## src/rtl/id_pkg.sv

```systemverilog
// Shared constants and types for the ID issue stage: stall bus bit positions,
// the NOP encoding, the instruction-hold state enum and default parameter values.
package id_pkg;
  localparam int STALL_IF = 1;
  localparam int STALL_ID = 2;

  localparam logic [31:0] INST_NOP = 32'h0;

  localparam int XLEN_DEF    = 32;
  localparam int RA_W_DEF    = 5;
  localparam int NUM_FWD_DEF = 3;
  localparam int STALL_W_DEF = 6;
  localparam int CNT_W_DEF   = 16;

  typedef enum logic {
    ST_PASS = 1'b0,
    ST_HOLD = 1'b1
  } hold_state_e;
endpackage

```

## src/rtl/fwd_select.sv

```systemverilog
// One operand port of the forwarding network: the youngest matching writer wins,
// r0 always reads zero, and the winner's pending flag is reported for interlocking.
module fwd_select
  import id_pkg::*;
#(
  parameter int NUM_FWD = NUM_FWD_DEF,
  parameter int XLEN    = XLEN_DEF,
  parameter int RA_W    = RA_W_DEF
) (
  input  logic [RA_W-1:0]         addr,
  input  logic [XLEN-1:0]         rf_data,
  input  logic [NUM_FWD-1:0]      fwd_we,
  input  logic [NUM_FWD*RA_W-1:0] fwd_waddr,
  input  logic [NUM_FWD*XLEN-1:0] fwd_wdata,
  input  logic [NUM_FWD-1:0]      fwd_pend,
  output logic [XLEN-1:0]         operand,
  output logic                    pend
);

  logic found;

  always_comb begin
    operand = rf_data;
    pend    = 1'b0;
    found   = 1'b0;
    if (addr == '0) begin
      operand = '0;
    end else begin
      // Ascending scan; the first hit blocks every older source.
      for (int k = 0; k < NUM_FWD; k++) begin
        if (!found && fwd_we[k] && (fwd_waddr[k*RA_W +: RA_W] == addr)) begin
          found   = 1'b1;
          operand = fwd_wdata[k*XLEN +: XLEN];
          pend    = fwd_pend[k];
        end
      end
    end
  end

endmodule

```

## src/rtl/id_issue_stage.sv

```systemverilog
// IF->ID pipeline register with stall-safe instruction capture, two-port operand
// forwarding, load-use interlock request and a saturating stall-cycle counter.
module id_issue_stage
  import id_pkg::*;
#(
  parameter int XLEN    = XLEN_DEF,
  parameter int RA_W    = RA_W_DEF,
  parameter int NUM_FWD = NUM_FWD_DEF,
  parameter int STALL_W = STALL_W_DEF,
  parameter int CNT_W   = CNT_W_DEF
) (
  input  logic                    clk,
  input  logic                    rst,
  input  logic [STALL_W-1:0]      stall,
  input  logic                    if_ce,
  input  logic [XLEN-1:0]         if_pc,
  input  logic [31:0]             inst_sram_rdata,
  output logic [RA_W-1:0]         rf_raddr1,
  output logic [RA_W-1:0]         rf_raddr2,
  input  logic [XLEN-1:0]         rf_rdata1,
  input  logic [XLEN-1:0]         rf_rdata2,
  input  logic [NUM_FWD-1:0]      fwd_we,
  input  logic [NUM_FWD*RA_W-1:0] fwd_waddr,
  input  logic [NUM_FWD*XLEN-1:0] fwd_wdata,
  input  logic [NUM_FWD-1:0]      fwd_pend,
  input  logic                    cnt_clr,
  output logic                    id_valid,
  output logic [XLEN-1:0]         id_pc,
  output logic [31:0]             id_inst,
  output logic [XLEN-1:0]         src1,
  output logic [XLEN-1:0]         src2,
  output logic                    stallreq,
  output logic [CNT_W-1:0]        stall_cnt
);

  function automatic logic [CNT_W-1:0] sat_inc(input logic [CNT_W-1:0] v);
    return (&v) ? v : v + 1'b1;
  endfunction

  logic            valid_p1;
  logic [XLEN-1:0] pc_p1;
  hold_state_e     state;
  logic [31:0]     inst_buf;
  logic            bubble;
  logic            load;
  logic            pend1;
  logic            pend2;
  logic            unused_stall_bits;

  assign bubble            = stall[STALL_IF] & ~stall[STALL_ID];
  assign load              = ~stall[STALL_IF];
  assign unused_stall_bits = ^{stall[STALL_W-1:STALL_ID+1], stall[0]};

  // IF -> ID boundary
  always_ff @(posedge clk or posedge rst) begin
    if (rst) begin
      valid_p1 <= 1'b0;
      pc_p1    <= '0;
    end else if (bubble) begin
      valid_p1 <= 1'b0;
      pc_p1    <= '0;
    end else if (load) begin
      valid_p1 <= if_ce;
      pc_p1    <= if_pc;
    end
  end

  // The SRAM word tracks the PC presented a cycle earlier, so it is latched on
  // the first stalled edge and replayed until the ID stop drops.
  always_ff @(posedge clk or posedge rst) begin
    if (rst) begin
      state    <= ST_PASS;
      inst_buf <= INST_NOP;
    end else if (bubble) begin
      state    <= ST_PASS;
      inst_buf <= INST_NOP;
    end else begin
      case (state)
        ST_PASS: begin
          if (stall[STALL_ID] && valid_p1) begin
            inst_buf <= inst_sram_rdata;
            state    <= ST_HOLD;
          end
        end
        ST_HOLD: begin
          if (!stall[STALL_ID]) state <= ST_PASS;
        end
        default: state <= ST_PASS;
      endcase
    end
  end

  always_comb begin
    id_inst = INST_NOP;
    if (state == ST_HOLD) id_inst = inst_buf;
    else if (valid_p1)    id_inst = inst_sram_rdata;
  end

  assign id_valid  = valid_p1;
  assign id_pc     = pc_p1;
  assign rf_raddr1 = RA_W'(id_inst[25:21]);
  assign rf_raddr2 = RA_W'(id_inst[20:16]);

  fwd_select #(.NUM_FWD(NUM_FWD), .XLEN(XLEN), .RA_W(RA_W)) u_fwd_rs (
    .addr      (rf_raddr1),
    .rf_data   (rf_rdata1),
    .fwd_we    (fwd_we),
    .fwd_waddr (fwd_waddr),
    .fwd_wdata (fwd_wdata),
    .fwd_pend  (fwd_pend),
    .operand   (src1),
    .pend      (pend1)
  );

  fwd_select #(.NUM_FWD(NUM_FWD), .XLEN(XLEN), .RA_W(RA_W)) u_fwd_rt (
    .addr      (rf_raddr2),
    .rf_data   (rf_rdata2),
    .fwd_we    (fwd_we),
    .fwd_waddr (fwd_waddr),
    .fwd_wdata (fwd_wdata),
    .fwd_pend  (fwd_pend),
    .operand   (src2),
    .pend      (pend2)
  );

  assign stallreq = valid_p1 & (pend1 | pend2);

  always_ff @(posedge clk or posedge rst) begin
    if (rst)           stall_cnt <= '0;
    else if (cnt_clr)  stall_cnt <= '0;
    else if (stallreq) stall_cnt <= sat_inc(stall_cnt);
  end

endmodule

```

## config.mk

```make
export PLATFORM = sky130hd
export DESIGN_NAME = id_issue_stage
export DESIGN_NICKNAME = d
export VERILOG_FILES = /design/src/rtl/id_pkg.sv /design/src/rtl/fwd_select.sv /design/src/rtl/id_issue_stage.sv
export SDC_FILE = /design/constraint.sdc
export NUM_CORES = 1
export LEC_CHECK = 0
export CELL_PAD_IN_SITES_DETAIL_PLACEMENT = 1
export CELL_PAD_IN_SITES_GLOBAL_PLACEMENT = 1
export CORE_MARGIN = 2
export CORE_UTILIZATION = 25
export DETAILED_ROUTE_END_ITERATION = 8
export MAX_ROUTING_LAYER = met4
export PLACE_DENSITY_LB_ADDON = 0.08
export SYNTH_ARGS = -nofsm -noshare
export SYNTH_HDL_FRONTEND = slang
export SYNTH_SLANG_ARGS = --single-unit
export TNS_END_PERCENT = 30
```

## constraint.sdc

```tcl
create_clock -name clk -period 2.8 [get_ports clk]
set_input_delay 0.42 -clock clk [delete_from_list [all_inputs] [get_ports clk]]
set_output_delay 0.42 -clock clk [all_outputs]
set_load 0.01 [all_outputs]
```

After elaboration in Yosys (flattened, before gate mapping)

Index checks and enable logic that the tools add are counted.

Input bits: 255
Logic and storage cells: 82
Output and inout bits: 156
Flip-flop bits (word level): 82

Eq/ne operators: 9
Mux-type cells: 40
Add/subtract/negate cells: 1
Reductions and logical operators: 22
Bitwise operators: 5

Operators by type and width:

| kind                                          | count |
|---|---|
| 2-to-1 mux 32 bit                             | 15 |
| 2-to-1 mux 16 bit                             | 3 |
| equality test 5 bit                           | 6 |
| 2-to-1 mux 1 bit                              | 21 |
| adder 16 x 1 -> 16 bit, second input constant | 1 |
| AND reduction 16 bit                          | 1 |
| logical AND 1 bit                             | 11 |
| zero test 5 bit                               | 2 |
| zero test 1 bit                               | 4 |
| != test 2 x 1 -> 1 bit, second input constant | 2 |
| AND reduction 2 bit                           | 2 |
| nonzero test 2 bit                            | 2 |
| AND 1 bit                                     | 2 |
| != test 2 bit, second input constant          | 1 |
| NOT 1 bit                                     | 2 |
| one-hot mux 1 bit (2 select lines)            | 1 |
| bitwise OR 1 bit                              | 1 |

Logic depth before layout (Yosys ltp)

Gate-level depths: netlist (run 1).

Depth in word-level cells: 20
Gate-level depth with buffers: 14
Gate-level depth less buffers: 9

Modules after synthesis

A second synthesis (run 1) with hierarchy kept.

Cells, all modules: 805
Area total of the unflattened synthesis: 6,794.0 um^2

Modules (own cells, without submodules):

| module         | times used | seq. area each (um^2) | cells an instance | area each (um^2) |
|---|---|---|---|---|
| id_issue_stage | 1          | 2,052.0               | 437               | 3,916.3 |
| fwd_select     | 2          | 0.0                   | 184               | 1,438.9 |

Worst setup path before layout (run 1)

No wires, ideal clock.

Kind: reg2out
Start point: register valid_p1, in the netlist id_valid
End point: output port src2[10]
Slack: -0.377 ns
Required time: 2.380 ns
Stages on the path, launching flop included: 11
Buffers on the path: 3
Data arrival time: 2.757 ns
Cell sequence: dfrtp_1 > buf_2 > nand2_1 > o21ai_1 > mux2_2 > nor4_2 > and3_1 > clkbuf_1 > clkbuf_1 > nand2_1 > a21oi_1

Word-level cells in the longest chain between the ends: 16
Elaborated cells on any way between the ends: 21
Those cells by class: eq/ne: 3; mux: 10; reduce/logical: 8

Ends and longest elaborated chain:

| what                           | RTL line             | source |
|---|---|---|
| start: declaration             | id_issue_stage.sv:40 | `logic valid_p1;` |
| start signal: assignment       | id_issue_stage.sv:63 | `valid_p1 <= if_ce;` |
| 2-to-1 mux 32 bit (*)          | id_issue_stage.sv:96 | `else if (valid_p1) id_inst = inst_sram_rdata;` |
| 2-to-1 mux 32 bit (*)          | id_issue_stage.sv:95 | `if (state == ST_HOLD) id_inst = inst_buf;` |
| net id_inst[17]                | id_issue_stage.sv:29 | `output logic [31:0] id_inst,` |
| equality test 5 bit            | fwd_select.sv:31     | `if (!found && fwd_we[k] && (fwd_waddr[k*RA_W +: RA_W] == addr)) begin` |
| logical AND 1 bit              | fwd_select.sv:31     |  |
| 2-to-1 mux 1 bit               | fwd_select.sv:31     |  |
| 2-to-1 mux 1 bit               | fwd_select.sv:26     | `if (addr == '0) begin` |
| zero test 1 bit                | fwd_select.sv:31     |  |
| logical AND 1 bit (2 in a row) | fwd_select.sv:31     |  |
| 2-to-1 mux 1 bit               | fwd_select.sv:31     |  |
| 2-to-1 mux 1 bit               | fwd_select.sv:26     |  |
| zero test 1 bit                | fwd_select.sv:31     |  |
| logical AND 1 bit (2 in a row) | fwd_select.sv:31     |  |
| 2-to-1 mux 32 bit              | fwd_select.sv:31     |  |
| 2-to-1 mux 32 bit (*)          | fwd_select.sv:26     |  |
| end: declaration               | id_issue_stage.sv:31 | `output logic [XLEN-1:0] src2,` |

The timed path passes the listed nets; every way through them passes the cells marked *. The select of a mux whose other input is x is not followed.

Final worst setup path (run 1)

Start point: register state
End point: output port src1[7]

Word-level cells in the longest chain between the ends: 15
Elaborated cells on any way between the ends: 20
Those cells by class: eq/ne: 3; mux: 9; reduce/logical: 8

Ends and longest elaborated chain:

| what                           | RTL line             | source |
|---|---|---|
| start: declaration             | id_issue_stage.sv:42 | `hold_state_e state;` |
| start signal: assignment       | id_issue_stage.sv:72 | `state <= ST_PASS;` |
| start signal: assignment       | id_issue_stage.sv:75 | `state <= ST_PASS;` |
| start signal: assignment       | id_issue_stage.sv:82 | `state <= ST_HOLD;` |
| 2-to-1 mux 32 bit (*)          | id_issue_stage.sv:95 |  |
| equality test 5 bit            | fwd_select.sv:31     |  |
| logical AND 1 bit              | fwd_select.sv:31     |  |
| 2-to-1 mux 1 bit               | fwd_select.sv:31     |  |
| 2-to-1 mux 1 bit               | fwd_select.sv:26     |  |
| zero test 1 bit                | fwd_select.sv:31     |  |
| logical AND 1 bit (2 in a row) | fwd_select.sv:31     |  |
| 2-to-1 mux 1 bit               | fwd_select.sv:31     |  |
| 2-to-1 mux 1 bit               | fwd_select.sv:26     |  |
| zero test 1 bit                | fwd_select.sv:31     |  |
| logical AND 1 bit (2 in a row) | fwd_select.sv:31     |  |
| 2-to-1 mux 32 bit              | fwd_select.sv:31     |  |
| 2-to-1 mux 32 bit (*)          | fwd_select.sv:26     |  |
| end: declaration               | id_issue_stage.sv:30 | `output logic [XLEN-1:0] src1,` |

Every way passes the cells marked *; elsewhere a longest branch is shown, timed or not. The select of a mux whose other input is x is not followed.

==> results of run 1 <==
layout make-up:
type / count / area (sq um)
inverters: 43 / 167.7
multi-input cells: 765 / 5597
diodes: 8 / 20.02
repair buffers: 606 / 5738
clock inverters: 5 / 86.33
flip-flops and latches: 82 / 2053
clock buffers: 11 / 232.7
well taps: 390 / 488.0
fillers: 3517 / 15330
repair_timing:
item,4_1_cts,5_1_grt
cloned,1,3
pin swaps,31,99
gates resized for setup,250,156
buffers inserted,18,23
hold buffers,0,0
setup endpoints to repair,103,103
synth_stat cells, drive strengths merged, types with 2 or more instances:
cell type and n:
nand2 182, dfrtp 82, mux2i 82, a21oi 75, o211ai 66, o21ai 64, nand3 56, clkbuf 51
buf 43, inv 43, a22o 36, nor2 20, and3 14, xor2 14, nand3b 11, and3b 10
a31oi 9, or4 8, a21o 7, nor3 7, nor4 7, or3 7, and2 6, mux2 6
nor2b 6, a211oi 5, nand4b 5, o31ai 5, xnor2 5, a21boi 4, o221ai 4, o22ai 4
a2111oi 3, a221oi 3, o2bb2ai 3, o31a 3, o41ai 3, a31o 2, nand2b 2, nor4bb 2
o21a 2, o41a 2
worst paths after layout:
kind | end | slack, ns | cells after the start
worst max-delay path | src1[7] | -0.74 | 11
worst min-delay path | inst_buf[20]$_DFFE_PP0P_ | 0.43 | 3
worst max register to register | stall_cnt[1]$_DFFE_PP0P_ | -0.53 | 15
worst min register to register | id_pc[3]$_DFFE_PP0P_ | 0.50 | 2
max in group asynchronous | state$_DFF_PP0_ | 1.92 | 3
min in group asynchronous | id_pc[26]$_DFFE_PP0P_ | 0.50 | 3
routing by layer:
layer	up-vias	track usage, %	part of all wire, %
met3	50	6.373	7.1
li1	4644	-	-
met2	306	42.51	49
met4	0	8.436	2.7
met1	4713	30.28	42
met5	-	-	0
power by group:
| group | internal [uW] | switching (uW) | total [uW] |
|---|---|---|---|
| registers | 1270 | 66.3 | 1340 |
| clock network | 790 | 537 | 1330 |
| logic | 1160 | 1070 | 2230 |
worst max-delay path: stages, from the launching register on:
cell      delay (ns)
dfrtp_2         0.48
buf_4           0.16
nand3b_1        0.22
and3b_1         0.21
o2111a_1        0.27
and2_4          0.17
or3_4           0.45
buf_16          0.20
nand2_2         0.06
o211ai_1        0.10
a21oi_2         0.25
buf_2           0.18
flip-flops by register name, indices dropped and copies added (netlist names):
name       cells
id_pc         32
inst_buf      32
stall_cnt     16
id_valid       1
state          1
logic make-up after synthesis:
family / after synthesis
and+or+nand+nor: 347
AOI/OAI and AO/OA: 310
buffers and inverters: 137
muxes: 88
DFF: 82
xor gates and xnor gates: 19
adders and majority gates: 1
per-stage QoR:
stage	TNS, ns	hold WS [ns]	instances
floorplan	-2.141	0.4585	984
global placement	-80.99	0.4797	1843
detailed placement	-84.06	0.4906	1843
CTS	-53.70	0.4158	1878
global route	-59.59	0.4355	1909
finish	-47.70	0.4313	1910
==> out/qor.yml, run 1 <==
outcome: "finished with violations"
failed_checks: "setup timing"
maxCapViolCount: 0
layout_commonest_cell: "clkdlybuf4s50_1"
synth-xor-area-share_pct: 2.199
synth-seq-area-share_pct: 27.12
synth.distinct_cells: 76
initial_core_util_pct: 25.46
core_region_area_sq_um: 29720
chipWidth_microns: 178.0
antenna_left: 0
htree_levels: 3
grt-ovfl-total: 0
die_h_microns: 178.0
p_per_area_nw_per_um2: 340.5
r2r-start: "state$_DFF_PP0_"
cts_buffers: 9
peakVddDrop_v: 0.0003595
critical_path_class: "reg -> out"
ioPinCount: 411
utilization_pct: 48.40
root_buffer: "clkbuf_16"
grt_pass1_wl_microns: 60020
p_leak_uw: 0.006034
clk_pin_slew_ns: 0.06
synth_flop_cell: "dfrtp_1"
fmax_ghz: 0.2822
required_ns: 2.38
fin_nets: 1763
dpl.hpwl_microns: 31440
synth.area.top_cells: "dfrtp_1 (27%), mux2i_1 (11%), nand2_1 (9.0%), o211ai_1 (6.5%), a21oi_1 (4.9%)"
syn_area_sq_um: 7567
synth_simple_gate_area_share_pct: 22.80
startpoint: "state$_DFF_PP0_"
vias: 9713
cts_num_sinks: 82
synth_compound_area_share_pct: 27.76
relSlewSlack_pct: 61.86
drc: 0
drtIter0Drc: 442
worstSetupStartpointType: "flop"
crit_fanout: 23
portBuffers: 406
routedWlPerCell_microns: 21.59
stdcell_area_sq_um: 14380
dpl-instance-area_sq_um: 13370
grt_max_degree: 83
async_reset_ff_share_pct: 100.0
hp-start: "stall[1]"
skew_ns: 0.01467
antenna_found_initial: 7
dieArea_sq_um: 31680
syn_to_final_growth_pct: 90.06
grt_pass1_vias: 10059
rsz0062_at_grt: "true"
synth_top_cell_area_share_pct: 27.12
synth_top_family_by_area: "compound AO/OA/AOI/OAI gates"
synth_fa_ha_area_share_pct: 0.1653
place_congestion: 0.8869
rows: 63
cts_tree: "done"
synth_edf_count: 0
synth-seq-cells: 82
cp-end-kind: "output pin"
total_power_uw: 4897
synth_nets: 1240
min_path_type: "in -> reg"
drive_gt1_share_pct: 28.37
worst_pin_slew_ns: 0.5721
grtUsageTotal_pct: 25.59
hold_viol: 0
synth.avg_cell_area_sq_um: 7.690
clock_path_buffers: 2
first_pass_iters: 4
pre_cts_slack_ns: -1.245
insertion_delay_ns: 0.37
syn-instance-count: 984
yosysTopAreaCell: "dfrtp_1"
routed_wl_microns: 41250
crit_arrival_ns: 3.12
layout_common_cells: "clkdlybuf4s50_1 (329), nand2_1 (170), buf_4 (167), dfrtp_1 (81), mux2i_1 (76)"
min_period_ns: 3.543
period_share_pct: 126.6
setup_viol: 100
synthMuxAreaShare_pct: 11.90
slew_violations: 0
ys_warn_count: 0
routed_via_density: 5.085
finalWorstSetupSlack_ns: -0.7434
(Power assumes the default switching activity.)
==> inputs of run 2 (changes only) <==
CORE_UTILIZATION = 27   (was 25)
clock period = 3.7 ns   (was 2.8 ns; I/O delays follow)
==> out/qor.yml, run 2 (synthesized netlist as in run 1, its figures left out) <==
maxCapViolCount: 0  # unchanged
initial_core_util_pct: 27.31  # +1.8 points
required_ns: 3.14  # +0.76 ns
grt_pass1_vias: 9808  # -2.5%
whs_endpoint: "inst_buf[19]$_DFFE_PP0P_"
htree_levels: 3  # unchanged
drive_gt1_share_pct: 21.34  # -7.0 points
setup_viol: 0  # -100%
grt_use_met3_pct: 6.190  # -0.18 points
chipWidth_microns: 171.4  # -3.7%
place_congestion: 0.8680  # -2.1%
worstSetupStartpointType: "flop"
portBuffers: 406  # unchanged
period_share_pct: 99.42
regToRegSetupSlack_ns: 0.34  # +0.87 ns
routed_via_density: 5.184  # +1.9%
dieArea_sq_um: 29380  # -7.2%
relSlewSlack_pct: 52.96  # -8.9 points
cts_num_sinks: 82  # unchanged
fin_nets: 1727  # -2.0%
worst_pin_slew_ns: 0.7030  # +0.1309 ns
busiest_layer: "met2"
grtUsageMet1_pct: 31.84  # +1.6 points
antenna_found_initial: 6  # -1
core_region_area_sq_um: 27710  # -6.8%
hold_depth: 1  # -2
die_h_microns: 171.4  # -3.7%
grt_max_degree: 83  # unchanged
cts_tree: "done"
skew_ns: 0.01016  # -0.004510 ns
clock_path_buffers: 2  # unchanged
hold_viol: 0  # unchanged
crit_arrival_ns: 3.12  # about the same
rows: 61  # -3.2%
outcome: "completed"
use_met2_pct: 44.46  # +2.0 points
post-place-cells: 1804  # -2.1%
root_buffer: "clkbuf_16"
layout_commonest_cell: "clkdlybuf4s50_1"
timing.rr.end: "stall_cnt[10]$_DFFE_PP0P_"
dpl-instance-area_sq_um: 12870  # -3.7%
grt_pass1_wl_microns: 57990  # -3.4%
ff2ff_path_depth: 15  # unchanged
p_leak_uw: 0.005676  # -5.9%
routed_wl_microns: 40160  # -2.6%
critical_path_class: "reg -> out"
insertion_delay_ns: 0.34  # -0.03 ns
hp-start: "inst_buf[19]$_DFFE_PP0P_"
stdcell_area_sq_um: 13650  # -5.1%
ioPinCount: 411  # unchanged
hold_buffers: 0  # unchanged
cp-end-kind: "output pin"
dpl.hpwl_microns: 29310  # -6.8%
min_path_type: "reg -> reg"
cts_buffers: 9  # unchanged
min_period_ns: 3.678
clk_pin_slew_ns: 0.07  # about the same
r2r-start: "state$_DFF_PP0_"
peakVddDrop_v: 0.0001962  # -45%
slew_violations: 0  # unchanged
drc: 0  # unchanged
rsz0062_at_grt: "true"
routedWlPerCell_microns: 21.57  # -0.13%
first_pass_iters: 5  # +1
syn_to_final_growth_pct: 80.39
crit_fanout: 8  # -65%
grt-ovfl-total: 0  # unchanged
layout_common_cells: "clkdlybuf4s50_1 (329), nand2_1 (179), buf_4 (128), dfrtp_1 (81), mux2i_1 (75)"
drtIter0Drc: 509  # +15%
stdcell_count: 1862  # -2.5%
grtUsageTotal_pct: 26.48  # +0.89 points
vias: 9652  # -0.63%
finalSetupTns_ns: 0  # +47.70 ns
antenna_left: 0  # unchanged
p_per_area_nw_per_um2: 251.8  # -26%
fmax_ghz: 0.2719
-- run 2: power by group --
part           switching [uW]  internal [uW]
clock network             411            463
registers                51.4            960
logic                     758            794
-- run 2: final cells by class --
class | count | area [sq um]
tap | 378 | 473.0
timing repair buffer | 569 | 5421
sequential | 82 | 2053
inverter | 43 | 162.7
fill | 3260 | 14050
clock buffer | 10 | 229.0
multi-input combinational | 766 | 5243
clock inverter | 6 | 48.80
antenna | 8 | 20.02
-- run 2: repair_timing --
action,in CTS,in global routing
resized for setup,181,133
endpoints found under the setup margin,65,65
endpoints found under the hold margin,0,0
pin swaps,14,40
setup buffers,10,16
cloned,4,4
-- run 2: critical path, cell delays in order, from the launching register on --
cell	delay, ns
dfrtp_2	0.42
buf_2	0.16
buf_12	0.14
nand3b_1	0.18
buf_4	0.15
nand2_1	0.16
xor2_1	0.11
nor4_2	0.33
buf_4	0.20
buf_4	0.12
nand3_4	0.10
buf_12	0.15
buf_4	0.15
o211ai_1	0.10
a21oi_1	0.10
buf_4	0.18
-- run 2: stage by stage --
step	setup WS (ns)	hold WS [ns]	total power, uW	utilization (%)
5_1_grt	-0.1303	0.5144	3612	49.25
3_5_place_dp	-0.6561	0.4809	2589	46.46
2_1_floorplan	0.3884	0.4585	1621	-
4_1_cts	0.0007481	0.5018	3465	48.76
3_3_place_gp	-0.6186	0.4793	2573	46.46
6_report	0.02155	0.5007	3437	49.27
-- run 2: worst max path at each step --
stage | slack (ns) | end | cells past startpoint | startpoint
floorplan | 0.39 | src2[10] | 10 | id_valid$_DFFE_PP0P_
global route | -0.13 | src2[18] | 16 | state$_DFF_PP0_
detailed placement | -0.66 | src2[15] | 10 | fwd_waddr[1]
finish | 0.02 | src2[18] | 15 | state$_DFF_PP0_
CTS | 0.0007 | src1[4] | 13 | state$_DFF_PP0_
global placement | -0.62 | src2[15] | 10 | fwd_waddr[1]
-- run 2: routing by layer --
metal,vias up,wire length [microns]
li1,4589,-
met1,4741,17260
met2,289,19520
met3,33,2662
met4,0,720
met5,-,0
